$ cat src/rtl/mult_seq_pkg.sv
// rtl/mult_seq_pkg.sv - shared widths, FSM states and operand-pair type for the multiplier sequencer
package mult_seq_pkg;
  localparam int OPW = 4;
  localparam int PW  = 8;

  typedef enum logic [1:0] {IDLE, ISSUE, WAIT, HOLD} state_t;

  typedef struct packed {
    logic [OPW-1:0] a;
    logic [OPW-1:0] b;
  } pair_t;
endpackage

$ cat src/rtl/mult_seq_fifo.sv
// rtl/mult_seq_fifo.sv - synchronous operand-pair FIFO, power-of-two depth
module mult_seq_fifo
  import mult_seq_pkg::*;
#(
  parameter int FIFO_DEPTH = 2
) (
  input  logic  clk,
  input  logic  rstn,
  input  logic  push,
  input  pair_t wdata,
  input  logic  pop,
  output pair_t rdata,
  output logic  full,
  output logic  empty
);
  localparam int AW = $clog2(FIFO_DEPTH);

  pair_t         mem [FIFO_DEPTH];
  logic [AW-1:0] wr_ptr;
  logic [AW-1:0] rd_ptr;
  logic [AW:0]   count;
  logic          do_push;
  logic          do_pop;

  assign full    = (count == (AW+1)'(FIFO_DEPTH));
  assign empty   = (count == '0);
  assign do_push = push && !full;
  assign do_pop  = pop && !empty;
  assign rdata   = mem[rd_ptr];

  // pointers wrap naturally because the depth is a power of two
  always_ff @(posedge clk) begin
    if (!rstn) begin
      wr_ptr <= '0;
      rd_ptr <= '0;
      count  <= '0;
    end else begin
      if (do_push) wr_ptr <= wr_ptr + 1'b1;
      if (do_pop)  rd_ptr <= rd_ptr + 1'b1;
      if (do_push && !do_pop)      count <= count + 1'b1;
      else if (do_pop && !do_push) count <= count - 1'b1;
    end
  end

  always_ff @(posedge clk) begin
    if (do_push) mem[wr_ptr] <= wdata;
  end
endmodule

$ cat src/rtl/mult_seq_ctrl.sv
// rtl/mult_seq_ctrl.sv - operand sequencer, result capture and watchdog for the 4x4 shift-add multiplier
// MULT_SEQ_ACC_EN adds the acc_out running sum of delivered products.
module mult_seq_ctrl
  import mult_seq_pkg::*;
#(
  parameter int FIFO_DEPTH  = 2,
  parameter int TIMEOUT_CYC = 15
`ifdef MULT_SEQ_ACC_EN
  , parameter int ACC_W     = 12
`endif
) (
  input  logic           CK,
  input  logic           RSTN,
  input  logic           in_valid,
  output logic           in_ready,
  input  logic [OPW-1:0] in_a,
  input  logic [OPW-1:0] in_b,
  output logic           START,
  output logic [OPW-1:0] A,
  output logic [OPW-1:0] B,
  input  logic           READY,
  input  logic [PW-1:0]  P,
  output logic           out_valid,
  input  logic           out_ready,
  output logic [PW-1:0]  out_p,
  output logic           busy,
  output logic           timeout_err
`ifdef MULT_SEQ_ACC_EN
  , output logic [ACC_W-1:0] acc_out
`endif
);
  localparam int WDW = $clog2(TIMEOUT_CYC + 1);

  state_t         state;
  pair_t          in_pair;
  pair_t          head;
  logic           fifo_full;
  logic           fifo_empty;
  logic           load;
  logic [WDW-1:0] wdog;

  assign in_pair  = '{a: in_a, b: in_b};
  assign load     = (state == IDLE) && !fifo_empty;
  assign in_ready = !fifo_full;
  assign busy     = (state != IDLE) || !fifo_empty;

  mult_seq_fifo #(.FIFO_DEPTH(FIFO_DEPTH)) u_fifo (
    .clk   (CK),
    .rstn  (RSTN),
    .push  (in_valid),
    .wdata (in_pair),
    .pop   (load),
    .rdata (head),
    .full  (fifo_full),
    .empty (fifo_empty)
  );

  // wdog counts completed WAIT cycles, so wdog==0 marks the first one where READY may be stale
  always_ff @(posedge CK) begin
    if (!RSTN) begin
      state       <= IDLE;
      START       <= 1'b0;
      A           <= '0;
      B           <= '0;
      out_valid   <= 1'b0;
      out_p       <= '0;
      timeout_err <= 1'b0;
      wdog        <= '0;
    end else begin
      START <= 1'b0;
      case (state)
        IDLE: begin
          if (load) begin
            A     <= head.a;
            B     <= head.b;
            START <= 1'b1;
            state <= ISSUE;
          end
        end
        ISSUE: begin
          wdog  <= '0;
          state <= WAIT;
        end
        WAIT: begin
          wdog <= wdog + 1'b1;
          if ((wdog != '0) && READY) begin
            out_p     <= P;
            out_valid <= 1'b1;
            state     <= HOLD;
          end else if (wdog == WDW'(TIMEOUT_CYC - 1)) begin
            timeout_err <= 1'b1;
            state       <= IDLE;
          end
        end
        HOLD: begin
          if (out_ready) begin
            out_valid <= 1'b0;
            state     <= IDLE;
          end
        end
        default: state <= IDLE;
      endcase
    end
  end

`ifdef MULT_SEQ_ACC_EN
  always_ff @(posedge CK) begin
    if (!RSTN)                         acc_out <= '0;
    else if (out_valid && out_ready)   acc_out <= acc_out + ACC_W'(out_p);
  end
`endif
endmodule
$ cat config.mk
export PLATFORM = sky130hd
export DESIGN_NAME = mult_seq_ctrl
export DESIGN_NICKNAME = d
export VERILOG_FILES = /design/src/rtl/mult_seq_pkg.sv /design/src/rtl/mult_seq_fifo.sv /design/src/rtl/mult_seq_ctrl.sv
export SDC_FILE = /design/constraint.sdc
export NUM_CORES = 1
export LEC_CHECK = 0
export ABC_AREA = 0
export CORE_UTILIZATION = 45
export CTS_BUF_LIST = sky130_fd_sc_hd__clkbuf_8 sky130_fd_sc_hd__clkbuf_16
export DETAILED_ROUTE_END_ITERATION = 10
export GPL_ROUTABILITY_DRIVEN = 0
export PLACE_DENSITY = 0.81
export SETUP_SLACK_MARGIN = 0.2
export SYNTH_ARGS = -nofsm -noshare
export SYNTH_HDL_FRONTEND = slang
export SYNTH_HIERARCHICAL = 1
export SYNTH_SLANG_ARGS = --single-unit
$ cat constraint.sdc
create_clock -name CK -period 1.8 [get_ports CK]
set_clock_uncertainty 0.1 [all_clocks]
set_input_delay 0.36 -clock CK [delete_from_list [all_inputs] [get_ports CK]]
set_output_delay 0.36 -clock CK [all_outputs]
set_load 0.005 [all_outputs]
After elaboration in Yosys (flattened, before gate mapping)
Memory sizes are Yosys's and may differ from the RTL's. A register that Yosys moved wholly into a read port is not among the register bits.
Index checks and enable logic that the tools add are counted.
{"block": "op_classes", "n_addsub": 5, "eq_ne": 9, "n_mux": 14, "bitwise": 1, "reduce_logical": 25}
{"operator": "2-to-1 mux 2 bit", "count": 6}
{"operator": "AND reduction 3 bit", "count": 3}
{"operator": "one-hot mux 2 bit (4 select lines)", "count": 1}
{"operator": "one-hot mux 4 bit (2 select lines)", "count": 1}
{"operator": "nonzero test 2 bit", "count": 4}
{"operator": "equality test 2 bit, second input constant", "count": 3}
{"operator": "logical AND 1 bit", "count": 6}
{"operator": "AND reduction 2 bit", "count": 3}
{"operator": "zero test 1 bit", "count": 5}
{"operator": "2-to-1 mux 1 bit", "count": 5}
{"operator": "adder 4 x 1 -> 4 bit, second input constant", "count": 1}
{"operator": "equality test 4 bit, second input constant", "count": 1}
{"operator": "zero test 2 bit", "count": 2}
{"operator": "inequality test 2 bit, second input constant", "count": 2}
{"operator": "nonzero test 4 bit", "count": 1}
{"operator": "inequality test 3 bit, second input constant", "count": 1}
{"operator": "adder 1 bit, second input constant", "count": 2}
{"operator": "adder 2 x 1 -> 2 bit, second input constant", "count": 1}
{"operator": "equality test 2 x 1 -> 1 bit, second input constant", "count": 1}
{"operator": "inequality test 2 x 1 -> 1 bit, second input constant", "count": 1}
{"operator": "one-hot mux 1 bit (2 select lines)", "count": 1}
{"operator": "subtractor 2 x 1 -> 2 bit, second input constant", "count": 1}
{"operator": "logical OR 1 bit", "count": 1}
{"operator": "inverter 1 bit", "count": 1}
{"block": "totals", "reg_bits": 21, "ramBits": 16, "input_bits": 21, "out_inout_bits": 21, "word_cells": 64, "n_memories": 1}
{"name": "u_fifo.mem", "depth": 2, "width": 8, "read_ports": 1, "rd_clocked_by_memory_dff": 1, "wr": 1, "line": "mult_seq_fifo.sv:18", "rtl": "pair_t mem [FIFO_DEPTH];"}

Longest topological paths before layout
Gate-level depths: netlist of the first run.
{"block": "depth", "word_depth": 7, "depth_mapped": 10}

Hierarchy
The synthesis of the first run kept the hierarchy.
{"mod": "mult_seq_ctrl", "instances": 1, "cells_per_inst": 138, "area_each_um2": 1173.6, "seq_area_each_um2": 500.5}
{"mod": "mult_seq_fifo", "instances": 1, "cells_per_inst": 51, "area_each_um2": 803.3, "seq_area_each_um2": 580.6}

Worst setup path after synthesis of the first run
Ideal clock, no wire load.
{"block": "synth_timing", "path_type": "register to register", "start": "register state[1]", "end": "register u_fifo.count[1]", "setup_ns": 0.070, "arrival_ns": 1.828, "required_time_ns": 1.630, "slack_ns": -0.198, "stages_incl_launch_ff": 10, "synth_period_minus_slack_ns": 1.998, "path_cell_list": "dfxtp_1 > inv_1 > ha_1 > nand2b_1 > buf_2 > inv_2 > o21ai_0 > ha_1 > or3_1 > a21oi_1"}
{"block": "synth_between", "elab_chain_cells": 6}
{"item": "from (decl)", "line": "mult_seq_ctrl.sv:34", "rtl": "state_t state;"}
{"item": "from (signal assigned)", "line": "mult_seq_ctrl.sv:61", "rtl": "state <= IDLE;"}
{"item": "from (signal assigned)", "line": "mult_seq_ctrl.sv:77", "rtl": "state <= ISSUE;"}
{"item": "from (signal assigned)", "line": "mult_seq_ctrl.sv:82", "rtl": "state <= WAIT;"}
{"item": "zero test 2 bit *", "line": "mult_seq_ctrl.sv:43", "rtl": "assign load = (state == IDLE) && !fifo_empty;"}
{"item": "logical AND 1 bit *", "line": "mult_seq_ctrl.sv:43"}
{"item": "via load", "line": "mult_seq_ctrl.sv:39", "rtl": "logic load;"}
{"item": "logical AND 1 bit *", "line": "mult_seq_fifo.sv:28", "rtl": "assign do_pop = pop && !empty;"}
{"item": "zero test 1 bit", "line": "mult_seq_fifo.sv:40", "rtl": "if (do_push && !do_pop) count <= count + 1'b1;"}
{"item": "logical AND 1 bit", "line": "mult_seq_fifo.sv:40"}
{"item": "2-to-1 mux 2 bit / nonzero test 2 bit (equally long branches)"}
{"item": "to (signal assigned)", "line": "mult_seq_fifo.sv:40"}
{"item": "to (signal assigned)", "line": "mult_seq_fifo.sv:41", "rtl": "else if (do_pop && !do_push) count <= count - 1'b1;"}
{"item": "to (decl)", "line": "mult_seq_fifo.sv:21", "rtl": "logic [AW:0] count;"}
The timed path passes the listed nets; every way through them passes the cells marked *.
A chain may end at the register's enable or synchronous reset.

Worst setup path in the final report of the first run
Same ends and word-level chain as after synthesis.

==> out/metrics.cfg, run 1 <==
[timing]
slew_headroom_pct = 71.9
fmax_ghz = 0.591
worst_pin_slew_ns = 0.419
rsz0062_at_grt = true
finalSetupViolations = 0
slew_violations = 0
hold_violations = 0
final.min_clock_period_ns = 1.69
fin_hold_ws_ns = 0.347
finalWorstSetupSlack_ns = 0.109
min_period_over_period_pct = 93.9

[outcome]
status = finished clean

[pwr]
seqPwrFrac_pct = 40.3
clkPwrFrac_pct = 17.9
switching_share_pct = 32.4
ir_drop_mv = 0.767
power.switching_w = 0.00113
internal_power_w = 0.00237
power_leakage_nw = 1.30
pwr-share-comb_pct = 41.8
power.density_nw_per_um2 = 1200

[route]
viasPerCell = 5.16
drc = 0
ant_nets = 0
drt-total-wl_um = 4350
vias = 1579
wl_per_cell_um = 14.2
drt-initial-drc-count = 60
first_pass_iters = 4

[floorplanning]
start_util_pct = 48.0
die_x_um = 68.3
core-area_um2 = 4120
rows = 23
num_io_pins = 42
die_area_um2 = 4660
fp.dieH_um = 68.3

[synth]
synth-seq-cells = 46
avgSynthCellArea_um2 = 10.5
ys.flop_type = dfxtp_1
synth_cell_types = 39
syn_area_um2 = 1980
synth_fp_nets = 218
yosysSeqAreaShare_pct = 54.7
postSynth.asyncResetShare_pct = 0
ys_warn_count = 6
syn-instance-count = 189
synth_edf_count = 16

[global_route]
antenna_found_initial = 0
grt_pass1_vias = 1461
gr-usage-all-layers_pct = 19.3
grt-ovfl-total = 0
grt_pass1_wl_um = 6400
grt_max_degree = 21

[layout]
register_area_um2 = 1100
final_cells = 306
syn_to_final_growth_pct = 47.8
final_util_pct = 71.0
final_cell_mix = nand2_1, clkdlybuf4s50_1, buf_4
multiInputGateArea_um2 = 922
final_common_cell = nand2_1
nNetsFinal = 284
nFillCells = 289
drive_above_1_share_pct = 34.8
finalInstanceArea_um2 = 2920
n_antenna_cell = 0

[critical_path]
worst_path_most_repeated_cell = ha_4
crit_buf_inv = 2
startpoint_type = flop
crit_family = simple AND/OR/NAND/NOR gates
path_class = flop to flop
cpPeakStageDelay_ns = 0.34
critPathSlowestCell = or3_1
endpoint_kind = flop
critPathArrivalTime_ns = 1.82
cp.required_ns = 1.93
rrSetupSlack_ns = 0.11
crit_chain = inv_2, ha_4, nand2b_4, inv_8, o21ai_4, ha_4, xor2_1, or3_1, a21oi_2
path_max_fanout = 2

[place]
placed_cells = 285
port_buffers = 41
placed_cell_area_um2 = 2570
hpwl_um = 2700
dp_slack_ns = -0.138

[cts]
path_clk_slew_ns = 0.09
numCtsBuffers = 5
cts_sinks = 46
cts_root_buf = clkbuf_8
htreeDepth = 2
cts.path.max_buffers = 2
cts_tree = built
insertion_delay_ns = 0.29

[min_path]
holdCritPathClass = flop to flop

[flow_run]
maxCapViolCount = 0

[power groups by stage]
stage	logic [W]	registers, W	clock network (W)
after floorplan	0.000699	0.00139	0
after global routing	0.00160	0.00143	0.000691
final	0.00146	0.00141	0.000628
after detailed placement	0.00116	0.00141	0
after global placement	0.00113	0.00140	0
after CTS	0.00135	0.00141	0.000646
[cell usage after synthesis, types with 2 or more instances]
| library cell | n | area, um^2 |
|---|---|---|
| dfxtp_1 | 30 | 601 |
| nand2_1 | 30 | 113 |
| edfxtp_1 | 16 | 480 |
| nand3_1 | 12 | 60.1 |
| inv_1 | 10 | 37.5 |
| a21boi_0 | 9 | 67.6 |
| nor2_1 | 9 | 33.8 |
| ha_1 | 8 | 100 |
| mux2_2 | 8 | 90.1 |
| o21ai_0 | 7 | 35.0 |
| o21ai_1 | 6 | 30.0 |
| buf_2 | 4 | 20.0 |
| a21oi_1 | 3 | 15.0 |
| and2_1 | 3 | 18.8 |
| nand2b_1 | 3 | 18.8 |
| xor2_1 | 3 | 26.3 |
| clkbuf_1 | 2 | 7.51 |
| nand3_2 | 2 | 20.0 |
| nand4_1 | 2 | 12.5 |
| o21a_1 | 2 | 15.0 |
| o21ai_2 | 2 | 17.5 |
[repair_timing]
item                                    CTS  global route
cloned                                    0             1
pin swaps                                 6             5
buffers inserted                          8             4
hold buffers                              0             0
gates resized for setup                  37            28
endpoints found under the setup margin   21            24
[kinds of logic (layout without fill, tap and decap cells)]
logic type / after synthesis / after routing / synth area share [%]
simple gates: 68 / 68 / 17.3
flops: 46 / 46 / 54.7
compound gates: 35 / 35 / 11.8
buf+inv: 20 / 87 / 4.75
mux: 9 / 9 / 5.06
fa+ha+maj: 8 / 8 / 5.06
xor+xnor: 3 / 3 / 1.33
[registers in the layout, summed over array words and instances (netlist names), named ones only]
register       flops
u_fifo/mem        16
out_p              8
A                  4
B                  4
wdog               4
state              2
u_fifo/count       2
START              1
out_valid          1
timeout_err        1
u_fifo/rd_ptr      1
u_fifo/wr_ptr      1
[per-layer routing]
metal  vias to the layer above  track usage, %  wire length [um]
met3                         8            5.50               167
met5                         -               0                 0
li1                        781               -                 -
met1                       744            20.9              1770
met4                         0            9.38                92
met2                        46            34.2              2320
[tightest hold or removal path, stage by stage, from the launching register on]
cell	delay, ns
dfxtp_1	0.31
nand2_1	0.05
o21ai_1	0.05
[final timing paths]
kind | from | end | cells after the start
worst max-delay path | state[1] | u_fifo/count[1] | 9
worst min register to register | out_p[3] | out_p[3] | 2
worst min-delay path | out_p[3] | out_p[3] | 2
worst max register to register | state[1] | u_fifo/count[1] | 9
[cell type report]
type                            instances  share of cell area [%]
Clock buffer                            5                    2.35
Clock inverter                          3                   0.642
Inverter                               12                    2.05
Multi-Input combinational cell        123                    31.5
Sequential cell                        46                    37.8
Tap cell                               50                    2.14
Timing Repair Buffer                   67                    23.5
[through the flow]
stage          TNS (ns)  power [W]
4_1_cts               0    0.00340
5_1_grt               0    0.00373
2_1_floorplan         0    0.00209
3_5_place_dp     -0.178    0.00257
6_report              0    0.00350
3_3_place_gp     -0.116    0.00253
Power figures use the tool's default switching activity.
==> inputs of run 2 (changes only) <==
--- a/config.mk
+++ b/config.mk
@@ -6,11 +6,11 @@
 export NUM_CORES = 1
 export LEC_CHECK = 0
 export ABC_AREA = 0
-export CORE_UTILIZATION = 45
+export CORE_UTILIZATION = 54
 export CTS_BUF_LIST = sky130_fd_sc_hd__clkbuf_8 sky130_fd_sc_hd__clkbuf_16
 export DETAILED_ROUTE_END_ITERATION = 10
 export GPL_ROUTABILITY_DRIVEN = 0
-export PLACE_DENSITY = 0.81
+export PLACE_DENSITY = 0.9
 export SETUP_SLACK_MARGIN = 0.2
 export SYNTH_ARGS = -nofsm -noshare
 export SYNTH_HDL_FRONTEND = slang
==> constraint.sdc (replaced) <==
create_clock -name CK -period 2.06 [get_ports CK]
set_clock_uncertainty 0.1 [all_clocks]
set_input_delay 0.412 -clock CK [delete_from_list [all_inputs] [get_ports CK]]
set_output_delay 0.412 -clock CK [all_outputs]
set_load 0.005 [all_outputs]
==> out/metrics.cfg, run 2 (same netlist as run 1, synthesis figures left out) <==
[outcome]
status = finished clean

[floorplanning]
start_util_pct = 57.9  ; +9.8 points
core-area_um2 = 3420  ; -17%
die_area_um2 = 3910  ; -16%
die_x_um = 62.5  ; -8.5%
fp.dieH_um = 62.5  ; -8.5%
num_io_pins = 42  ; unchanged
rows = 21  ; -8.7%

[timing]
finalWorstSetupSlack_ns = 0.244  ; +0.135 ns
slew_headroom_pct = 73.3  ; +1.4 points
fmax_ghz = 0.551  ; -6.9%
hold_violations = 0  ; unchanged
final.min_clock_period_ns = 1.82  ; +0.125 ns
min_period_over_period_pct = 88.1  ; -5.8 points
slew_violations = 0  ; unchanged
fin_hold_ws_ns = 0.354  ; +0.00659 ns
rsz0062_at_grt = false
finalSetupViolations = 0  ; unchanged
tns_ns = 0  ; unchanged
worst_pin_slew_ns = 0.400  ; -0.0181 ns

[layout]
reg_top3 = u_fifo/mem (16), out_p (8)
final_util_pct = 76.9  ; +5.9 points
nNetsFinal = 268  ; -5.6%
regMostFlops = u_fifo/mem
final_cell_mix = clkdlybuf4s50_1, nand2_1, dfxtp_1
n_antenna_cell = 0  ; unchanged
largest_reg_flops = 16  ; unchanged
final_common_cell = clkdlybuf4s50_1
drive_above_1_share_pct = 20.0  ; -15 points
final_cells = 286  ; -6.5%
syn_to_final_growth_pct = 32.8

[cts]
cts.path.max_buffers = 2  ; unchanged
cts_root_buf = clkbuf_8
numCtsBuffers = 5  ; unchanged
cts_tree = built
path_clk_slew_ns = 0.08  ; about the same
cts_sinks = 46  ; unchanged
insertion_delay_ns = 0.30  ; about the same
htreeDepth = 2  ; unchanged

[critical_path]
path_class = flop to flop
critPathArrivalTime_ns = 1.94  ; +0.12 ns
endpoint_kind = flop
critPathSlowestCell = or3_1
startpoint_type = flop
path_max_fanout = 3  ; +1
crit_family = adder cells
crit_chain = inv_1, ha_4, nand2b_4, inv_4, o21ai_2, ha_1, or3_1, a21oi_1
cp.required_ns = 2.19  ; +0.26 ns
rrSetupSlack_ns = 0.24  ; +0.14 ns
cpPeakStageDelay_ns = 0.38  ; +0.04 ns
worst-path-stages = 8  ; -1
crit_buf_inv = 2  ; unchanged
regToRegEndpoint = u_fifo/count[1]
reg2reg_depth = 8  ; -1
r2r_start = state[1]

[pwr]
power_leakage_nw = 0.975  ; -25%
ir_drop_mv = 0.727  ; -5.1%
power.density_nw_per_um2 = 1050  ; -12%

[place]
dp_slack_ns = 0.0100  ; +0.148 ns
placed_cells = 273  ; -4.2%
port_buffers = 41  ; unchanged
hpwl_um = 2540  ; -6.1%

[global_route]
grt-ovfl-total = 0  ; unchanged
grt_pass1_vias = 1457  ; -0.27%
grt_max_degree = 34  ; +62%
grt_pass1_wl_um = 6390  ; -0.11%
antenna_found_initial = 0  ; unchanged
gr-usage-all-layers_pct = 21.4  ; +2.1 points

[route]
drt-initial-drc-count = 47  ; -22%
vias = 1501  ; -4.9%
drc = 0  ; unchanged
drt-total-wl_um = 3720  ; -14%
viasPerCell = 5.25  ; +1.7%
first_pass_iters = 5  ; +1
wl_per_cell_um = 13.0  ; -8.5%
ant_nets = 0  ; unchanged

[min_path]
hold_end = out_p[0]
hold_depth = 2  ; unchanged
holdCritStartpoint = out_p[0]
holdCritPathClass = flop to flop

[flow_run]
maxCapViolCount = 0  ; unchanged

## run 2: cell types whose count changed in the layout (fill, tap and decap cells not counted), moves of 2 or more
cell             before  now
dlygate4sd2_1         9    1
inv_2                 3    1
inv_1                 5    9
buf_12                3    1
ha_1                  3    6
buf_6                 3    0
ha_4                  3    1
buf_4                19    9
dfxtp_2              15    3
nor2_4                2    0
clkdlybuf4s50_1      20   39
dfxtp_1              14   26
dlymetal6s2s_1       10    1
o21ai_0               4    6
## run 2: layout make-up
cell class                      instances  area, um^2
Fill cell                             231         790
Inverter                               12        50.0
Clock buffer                            5        68.8
Clock inverter                          3        21.3
Multi-Input combinational cell        123         841
Tap cell                               46        57.6
Timing Repair Buffer                   51         499
Sequential cell                        46        1090
## run 2: how the worst max path moves through the flow
stage / from / to
floorplan: state[1] / u_fifo/count[1]
global route: state[1] / u_fifo/count[1]
CTS: u_fifo/count[0] / in_ready
finish: state[1] / u_fifo/count[1]
detailed placement: in_valid / u_fifo/count[1]
global placement: in_valid / u_fifo/count[1]
## run 2: power by group
part           switching [W]  internal, W
Sequential          0.000105      0.00111
Clock               0.000310     0.000238
Combinational       0.000461     0.000541
Total               0.000876      0.00189
## run 2: worst register-to-register path, delay by kind of cell (launching register included)
family          cells  cell delay (ns)
simple gates        2             0.44
buf+inv             2             0.15
compound gates      2             0.21
fa+ha+maj           2             0.50
flops               1             0.33
## run 2: what timing repair did
item | CTS | global route
resized for setup | 4 | 8
setup buffers | 3 | 2
endpoints found under the setup margin | 3 | 8
hold buffers | 0 | 0
gates cloned | 0 | 0
## run 2: per-layer routing
metal	global-route usage [%]	wire length, um	vias up
met5	0	0	-
met4	10.5	87	0
met3	7.12	146	9
met2	33.6	1830	38
met1	26.4	1660	699
li1	-	-	755
## run 2: through the flow
step	instance area (um^2)	total power [W]
3_5_place_dp	2460	0.00210
3_3_place_gp	2460	0.00207
5_1_grt	2630	0.00294
2_1_floorplan	1990	0.00176
4_1_cts	2570	0.00268
6_report	2630	0.00277
==> inputs of run 3 (changes only) <==
==> constraint.sdc (replaced) <==
create_clock -name CK -period 2.35 [get_ports CK]
set_clock_uncertainty 0.1 [all_clocks]
set_input_delay 0.705 -clock CK [delete_from_list [all_inputs] [get_ports CK]]
set_output_delay 0.705 -clock CK [all_outputs]
set_load 0.005 [all_outputs]
==> out/metrics.cfg, run 3 (same netlist as run 1, synthesis figures left out) <==
[timing]
hold_violations = 0  ; unchanged
slew_violations = 0  ; unchanged
worst_pin_slew_ns = 0.424  ; +0.0238 ns
rsz0062_at_grt = false
slew_headroom_pct = 71.7  ; -1.6 points
min_period_over_period_pct = 87.9
finalSetupViolations = 0  ; unchanged
fmax_ghz = 0.484
final.min_clock_period_ns = 2.07
finalWorstSetupSlack_ns = 0.285  ; +0.0404 ns

[layout]
n_antenna_cell = 0  ; unchanged
final_cell_mix = clkdlybuf4s50_1, nand2_1, dfxtp_1
nFillCells = 228  ; -1.3%
final_common_cell = clkdlybuf4s50_1
nNetsFinal = 265  ; -1.1%
final_cells = 283  ; -1.0%
reg_top3 = u_fifo/mem (16), out_p (8)
finalInstanceArea_um2 = 2610  ; -0.81%
drive_above_1_share_pct = 16.9  ; -3.1 points
syn_to_final_growth_pct = 31.8
regMostFlops = u_fifo/mem
largest_reg_flops = 16  ; unchanged

[floorplanning]
start_util_pct = 57.9  ; unchanged
fp.dieH_um = 62.5  ; unchanged
core-area_um2 = 3420  ; unchanged
die_x_um = 62.5  ; unchanged
num_io_pins = 42  ; unchanged
die_area_um2 = 3910  ; unchanged
rows = 21  ; unchanged

[cts]
cts.path.max_buffers = 2  ; unchanged
numCtsBuffers = 5  ; unchanged
cts_sinks = 46  ; unchanged
cts_tree = built
insertion_delay_ns = 0.30  ; about the same
htreeDepth = 2  ; unchanged
cts_root_buf = clkbuf_8
path_clk_slew_ns = 0.08  ; about the same

[route]
viasPerCell = 5.45  ; +3.8%
wl_per_cell_um = 13.2  ; +1.8%
first_pass_iters = 4  ; -1
ant_nets = 0  ; unchanged
drt-total-wl_um = 3750  ; +0.75%
drt-initial-drc-count = 115  ; +140%
vias = 1542  ; +2.7%
drc = 0  ; unchanged

[outcome]
status = finished clean

[place]
dp_slack_ns = -0.00889  ; -0.0189 ns
hpwl_um = 2570  ; +1.5%
port_buffers = 41  ; unchanged
placed_cell_area_um2 = 2440  ; -0.87%
placed_cells = 273  ; unchanged

[critical_path]
rrSetupSlack_ns = 0.37  ; +0.13 ns
crit_family = buffers and inverters
endpoint_kind = output pin
crit_end = busy
crit_start = u_fifo/count[0]
path_max_fanout = 4  ; +1
cpPeakStageDelay_ns = 0.35  ; -0.03 ns
path_class = flop to output pin
startpoint_type = flop
crit_chain = buf_4, nor2_4, nand2_2, dlygate4sd2_1
cp.required_ns = 1.54  ; -0.65 ns
critPathSlowestCell = dfxtp_4
r2r_start = u_fifo/count[0]
worst-path-stages = 4  ; -4
regToRegEndpoint = u_fifo/count[1]
critPathArrivalTime_ns = 1.26  ; -0.68 ns
reg2reg_depth = 8  ; unchanged
crit_buf_inv = 2  ; unchanged

[pwr]
switching_share_pct = 30.1  ; -1.5 points
clkPwrFrac_pct = 22.6  ; +2.8 points
seqPwrFrac_pct = 43.3  ; -0.7 points
internal_power_w = 0.00173  ; -8.6%
ir_drop_mv = 0.604  ; -17%
power_leakage_nw = 0.968  ; -0.75%
power.switching_w = 0.000745  ; -15%
power.density_nw_per_um2 = 950  ; -9.9%
pwr-share-comb_pct = 34.2  ; -2.0 points

[global_route]
grt_pass1_vias = 1445  ; -0.82%
grt_pass1_wl_um = 6240  ; -2.4%
antenna_found_initial = 0  ; unchanged
grt_max_degree = 23  ; -32%
gr-usage-all-layers_pct = 20.5  ; -0.97 points
grt-ovfl-total = 0  ; unchanged

[flow_run]
maxCapViolCount = 0  ; unchanged

[min_path]
holdCritPathClass = flop to flop

[run 3: layout make-up]
cell class / instances / area [um^2] / share of cell area (%)
clock buffer: 5 / 68.8 / 2.64
multi-input combinational: 123 / 840 / 32.2
timing repair buffer: 48 / 460 / 17.7
sequential: 46 / 1090 / 41.9
tap: 46 / 57.6 / 2.21
inverter: 12 / 50.0 / 1.92
clock inverter: 3 / 37.5 / 1.44
[run 3: power by group through the flow]
stage | combinational (W) | sequential [W] | clock (W)
after floorplan | 0.000467 | 0.00105 | 0
after global placement | 0.000715 | 0.00108 | 0
after detailed placement | 0.000746 | 0.00108 | 0
after CTS | 0.000782 | 0.00107 | 0.000569
after global routing | 0.000937 | 0.00109 | 0.000603
final | 0.000845 | 0.00107 | 0.000559
[run 3: timing repair]
item	in CTS	in global routing
resized for setup	11	6
hold buffers	0	0
endpoints found under the setup margin	2	2
buffers inserted	2	0
hold endpoints to repair	0	0
[run 3: routing by layer]
layer | track usage, % | up-vias | part of all wire [%]
met5 | 0 | - | 0
met4 | 9.30 | 0 | 1.4
met3 | 3.28 | 7 | 4.1
met2 | 35.3 | 54 | 52
met1 | 24.9 | 739 | 42
li1 | - | 742 | -
[run 3: worst min path at each step]
stage	cells after the start	start	slack, ns	to
after detailed placement	2	out_p[0]	0.34	out_p[0]
after floorplan	2	out_p[0]	0.34	out_p[0]
after global routing	2	out_p[7]	0.38	out_p[7]
after global placement	2	out_p[7]	0.34	out_p[7]
final	2	out_p[0]	0.35	out_p[0]
after CTS	2	out_p[0]	0.36	out_p[0]
[run 3: per-stage QoR]
stage | TNS (ns) | util [%] | total power [W] | hold WS, ns
2_1_floorplan | 0 | - | 0.00152 | 0.345
6_report | 0 | 76.3 | 0.00248 | 0.351
3_3_place_gp | 0 | 71.3 | 0.00179 | 0.336
3_5_place_dp | -0.00889 | 71.3 | 0.00183 | 0.343
5_1_grt | 0 | 76.3 | 0.00263 | 0.382
4_1_cts | 0 | 75.5 | 0.00242 | 0.355
[run 3: tightest hold or removal path, cell delays in order (launching register included)]
cell and delay, ns:
dfxtp_1 0.31, nand2_1 0.05, o21ai_1 0.05
